===== src/rtl/scene_pkg.sv =====
// Shared scene definitions: entity word layout, slot count and display timing
// constants used by the scene latch and the sync generator.
package scene_pkg;

    localparam int NUM_SLOTS = 9;
    localparam int ENTITY_W  = 14;
    localparam int SLOT_W    = 4;
    localparam int CNT_W     = 10;

    typedef logic [ENTITY_W-1:0] entity_t;
    typedef logic [SLOT_W-1:0]   slot_t;
    typedef logic [CNT_W-1:0]    cnt_t;

    // Field offsets within an entity word.
    localparam int ID_MSB     = 13;
    localparam int ID_LSB     = 10;
    localparam int ORIENT_MSB = 9;
    localparam int ORIENT_LSB = 8;
    localparam int TILE_MSB   = 7;
    localparam int TILE_LSB   = 0;

    localparam entity_t EMPTY_ENTITY = 14'h3FFF;

    localparam cnt_t V_VISIBLE = 10'd480;
    localparam cnt_t H_VISIBLE = 10'd640;

    typedef enum logic {
        ST_IDLE,
        ST_PENDING
    } latch_state_t;

    function automatic logic slot_is_valid(input slot_t slot);
        return slot < slot_t'(NUM_SLOTS);
    endfunction

endpackage


===== src/rtl/vblank_event_detect.sv =====
// Flags the cycle in which the sync counters sit on the first blanking line,
// column zero. Combinational so the event can be acted on at that cycle's edge.
module vblank_event_detect
    import scene_pkg::*;
#(
    parameter cnt_t V_MATCH = V_VISIBLE,
    parameter cnt_t H_MATCH = '0
) (
    input  logic [CNT_W-1:0] counter_V,
    input  logic [CNT_W-1:0] counter_H,
    output logic             o_event
);

    assign o_event = (counter_V == V_MATCH) && (counter_H == H_MATCH);

endmodule


===== src/rtl/entity_scene_latch.sv =====
// Double-buffered entity scene: game logic fills a shadow bank, and a commit
// copies it to the active bank at the next vblank start.
module entity_scene_latch
    import scene_pkg::*;
(
    input  logic                clk,
    input  logic                reset,
    input  logic                wr_valid,
    output logic                wr_ready,
    input  logic [SLOT_W-1:0]   wr_slot,
    input  logic [ENTITY_W-1:0] wr_data,
    input  logic                commit_req,
    output logic                commit_pending,
    output logic                frame_swapped,
    output logic                bad_slot,
    input  logic [CNT_W-1:0]    counter_V,
    input  logic [CNT_W-1:0]    counter_H,
    output logic [ENTITY_W-1:0] entity_1,
    output logic [ENTITY_W-1:0] entity_2,
    output logic [ENTITY_W-1:0] entity_3,
    output logic [ENTITY_W-1:0] entity_4,
    output logic [ENTITY_W-1:0] entity_5,
    output logic [ENTITY_W-1:0] entity_6,
    output logic [ENTITY_W-1:0] entity_7,
    output logic [ENTITY_W-1:0] entity_8_Flip,
    output logic [ENTITY_W-1:0] entity_9_Flip
);

    latch_state_t r_state;
    latch_state_t w_state_next;
    entity_t      r_shadow [NUM_SLOTS];
    entity_t      r_active [NUM_SLOTS];
    logic         r_frame_swapped;
    logic         r_bad_slot;
    logic         w_vblank;
    logic         w_wr_fire;
    logic         w_swap;

    vblank_event_detect #(
        .V_MATCH (V_VISIBLE),
        .H_MATCH ('0)
    ) u_vblank (
        .counter_V (counter_V),
        .counter_H (counter_H),
        .o_event   (w_vblank)
    );

    assign wr_ready       = (r_state == ST_IDLE);
    assign commit_pending = (r_state == ST_PENDING);
    assign w_wr_fire      = wr_valid && wr_ready;
    assign w_swap         = (r_state == ST_PENDING) && w_vblank;

    // NOTE: every variable gets a default before the case so no latch is inferred.
    always_comb begin
        w_state_next = r_state;
        case (r_state)
            ST_IDLE:    if (commit_req) w_state_next = ST_PENDING;
            ST_PENDING: if (w_vblank)   w_state_next = ST_IDLE;
            default:    w_state_next = ST_IDLE;
        endcase
    end

    // NOTE: both banks are flops, not RAM, so they are cleared on reset like any other state.
    always_ff @(posedge clk) begin
        if (reset) begin
            r_state         <= ST_IDLE;
            r_frame_swapped <= 1'b0;
            r_bad_slot      <= 1'b0;
            for (int i = 0; i < NUM_SLOTS; i++) begin
                r_shadow[i] <= EMPTY_ENTITY;
                r_active[i] <= EMPTY_ENTITY;
            end
        end else begin
            r_state         <= w_state_next;
            r_frame_swapped <= w_swap;
            r_bad_slot      <= w_wr_fire && !slot_is_valid(wr_slot);
            // A write alongside commit_req lands here before the bank freezes.
            if (w_wr_fire && slot_is_valid(wr_slot)) begin
                r_shadow[wr_slot] <= wr_data;
            end
            if (w_swap) begin
                for (int i = 0; i < NUM_SLOTS; i++) begin
                    r_active[i] <= r_shadow[i];
                end
            end
        end
    end

    assign frame_swapped = r_frame_swapped;
    assign bad_slot      = r_bad_slot;

    assign entity_1      = r_active[0];
    assign entity_2      = r_active[1];
    assign entity_3      = r_active[2];
    assign entity_4      = r_active[3];
    assign entity_5      = r_active[4];
    assign entity_6      = r_active[5];
    assign entity_7      = r_active[6];
    assign entity_8_Flip = r_active[7];
    assign entity_9_Flip = r_active[8];

endmodule


===== config.mk =====
export PLATFORM = sky130hd
export DESIGN_NAME = entity_scene_latch
export DESIGN_NICKNAME = d
export VERILOG_FILES = /design/src/rtl/scene_pkg.sv /design/src/rtl/vblank_event_detect.sv /design/src/rtl/entity_scene_latch.sv
export SDC_FILE = /design/constraint.sdc
export NUM_CORES = 1
export LEC_CHECK = 0
export CORE_ASPECT_RATIO = 0.6
export CORE_UTILIZATION = 50
export DETAILED_ROUTE_END_ITERATION = 6
export PLACE_DENSITY_LB_ADDON = 0.1
export REMOVE_ABC_BUFFERS = 1
export SLEW_MARGIN = 40
export SYNTH_ARGS = -nofsm -noshare
export SYNTH_HDL_FRONTEND = slang
export SYNTH_HIERARCHICAL = 1
export SYNTH_SLANG_ARGS = --single-unit

===== constraint.sdc =====
create_clock -name clk -period 6.25 [get_ports clk]
set_input_delay 1.5625 -clock clk [delete_from_list [all_inputs] [get_ports clk]]
set_output_delay 1.5625 -clock clk [all_outputs]
set_load 0.1 [all_outputs]

==> flow_metrics.py <==
metrics = {
    "timing": {
        "report.final.slew_viol_count": 0,
        "relSlewSlack_pct": 44.23,
        "fmax_ghz": 0.2555,
        "grt_setup_unrepaired": "false",
        "hold_viol_final": 0,
        "min_period_ns": 3.914,
        "timing.final.crit_share_pct": 62.63,
        "tns_ns": 0,
        "setup_viol": 0,
        "skew_ns": 0.01143,
        "worst_slew_pin_slew_ns": 0.8339,
    },
    "floorplanning": {
        "die_area_sq_um": 19860,
        "die_h_um": 109.6,
        "die_x_um": 181.3,
        "ios": 172,
        "core_area_sq_um": 18450,
        "start_util_pct": 52.26,
        "num_rows": 38,
    },
    "synth": {
        "seq_area_frac_synth_pct": 79.12,
        "syn-cell-area_sq_um": 9640,
        "syn_inst": 599,
        "syn_avg_cell_area_sq_um": 16.09,
        "yosys_warnings": 6,
        "synth_cell_types": 28,
        "yosys_register_bits": 255,
    },
    "detailed_routing": {
        "route.met3.wl_mm": 2.266,
        "met1_length_mm": 8.817,
        "post-route-drc-count": 0,
        "drt-total-wl_mm": 20.50,
        "top_layer": "met4",
        "via_count": 5528,
        "wl_met2_mm": 9.157,
        "antenna_left": 0,
        "routedWlPerCell_um": 20.24,
        "viasPerCell": 5.457,
        "drt_iter0_markers": 478,
        "drt_pass1_iterations": 5,
    },
    "placed_design": {
        "place.gp.congestion": 0.7766,
        "io_buffers": 171,
        "placed_cells": 972,
        "dp_hpwl_mm": 12.50,
    },
    "grt": {
        "grt_pass1_wl_mm": 30.28,
        "antenna_found_initial": 0,
        "grt_use_total_pct": 21.01,
        "grt_overflow": 0,
        "grt_max_degree": 121,
        "grt_pass1_vias": 5139,
    },
    "critical_path": {
        "criticalPathCategory": "in -> reg",
        "cp.required_ns": 6.40,
        "crit_arrival_ns": 4.06,
        "cp_max_fo": 51,
        "cp-start-kind": "input port",
        "end_kind": "flop",
    },
    "cts": {
        "cts_num_sinks": 255,
        "post_cts_buffers": 0,
        "cts_inserted_buffers": 23,
        "hold_buffers": 0,
        "cts_resized": 0,
        "path_clk_slew_ns": 0.07,
        "clkLatencyLatePin_ns": 0.51,
        "clockRootBuffer": "clkbuf_16",
        "cts_tree": "built",
        "cts_buffer_depth": 3,
        "htree_levels": 1,
    },
    "finish": {
        "final_common_cell": "edfxtp_1",
        "mostFrequentLayoutCells": "252 x edfxtp_1, 130 x buf_2, 115 x or2_2, 113 x nand3_1, 41 x clkdlybuf4s50_1",
        "areaGrowthSynthToFinish_pct": 20.13,
        "regArea_sq_um": 7627,
        "diodes": 0,
        "num-fill-cells": 1374,
        "drive_gt1_share_pct": 37.39,
        "stdcell_count": 1013,
        "final_core_util_pct": 62.78,
        "nets": 799,
        "multi_input_area_sq_um": 1755,
    },
    "power_and_ir_drop": {
        "cellPowerDensity_nw_per_um2": 292.5,
        "p_leak_nw": 2.985,
        "ir_worst_vdd_v": 0.0001675,
    },
    "status": {
        "status": "finished, final reports clean",
    },
    "min_path": {
        "min_path_type": "reg -> reg",
    },
    "run": {
        "max_cap_violations": 0,
    },
}
## worst paths after layout
| check | from | end | slack [ns] | cells after the start |
|---|---|---|---|---|
| hold reg to reg | r_shadow[3][0] | r_active[0][42] | 0.49 | 1 |
| setup reg to reg | commit_pending | r_shadow[5][11] | 4.04 | 3 |
| setup / recovery | counter_V[1] | r_active[0][119] | 2.34 | 5 |
| hold / removal | r_shadow[3][0] | r_active[0][42] | 0.49 | 1 |
## layer usage
layer | vias to the layer above | GRT usage [%]
met5 | - | 0
met4 | 0 | 3.874
met3 | 24 | 5.234
met2 | 299 | 32.64
met1 | 2697 | 30.60
li1 | 2508 | -
## critical path, stage by stage
cell,delay (ns)
clkdlybuf4s50_1,0.41
or4_1,0.55
nor3_2,0.30
a21o_4,0.60
buf_4,0.57
## power breakdown
part           internal (mW)  switching, mW  total (mW)
clock                  0.759          0.585        1.34
sequential              1.88        0.00417        1.89
combinational         0.0375          0.120       0.157
## Yosys cell counts (all sizes together)
master | number | area (sq um)
a21o | 9 | 67.56
a31o | 1 | 8.760
and3b | 3 | 26.28
and4b | 1 | 10.01
buf | 26 | 178.9
clkbuf | 18 | 67.56
clkinv | 14 | 52.55
dfxtp | 3 | 60.06
edfxtp | 252 | 7567
inv | 3 | 11.26
nand3 | 113 | 565.5
nand3b | 1 | 20.02
nand4 | 14 | 87.58
nand4b | 1 | 8.760
nor2 | 2 | 7.510
nor2b | 1 | 6.260
nor3 | 2 | 15.01
nor3b | 3 | 37.54
nor4 | 2 | 12.51
nor4b | 2 | 23.77
nor4bb | 1 | 10.01
or2 | 126 | 788.3
or4 | 1 | 7.510
## sequential cells by signal, indices dropped and copies added (netlist names)
register        count
bad_slot            1
frame_swapped       1
commit_pending      1
r_active          126
r_shadow          126
## area by class of cell
class | instances | area share, %
flip-flops and latches | 255 | 65.86
multi-input cells | 283 | 15.16
repair buffers | 177 | 9.767
clock buffers | 29 | 5.164
well taps | 240 | 2.593
clock inverters | 12 | 0.9075
inverters | 17 | 0.5510
## cell families (layout without fill, tap and decap cells)
group / count (synthesis) / after routing / synth area share, %
buffers and inverters: 61 / 235 / 3.219
DFF: 255 / 255 / 79.12
AOI/OAI and AO/OA: 10 / 10 / 0.7917
and+or+nand+nor: 273 / 273 / 16.87
## metrics by stage
stage	instance area [sq um]	hold slack (ns)	total power, mW	setup slack (ns)
5_1_grt	11580	0.5144	3.481	2.227
4_1_cts	11560	0.4943	3.407	2.313
6_report	11580	0.4911	3.388	2.336
3_3_place_gp	11480	0.4839	2.079	1.752
3_5_place_dp	10860	0.4830	2.080	1.782
2_1_floorplan	9394	0.4761	2.009	-1.254
Power figures use the tool's default switching activity.
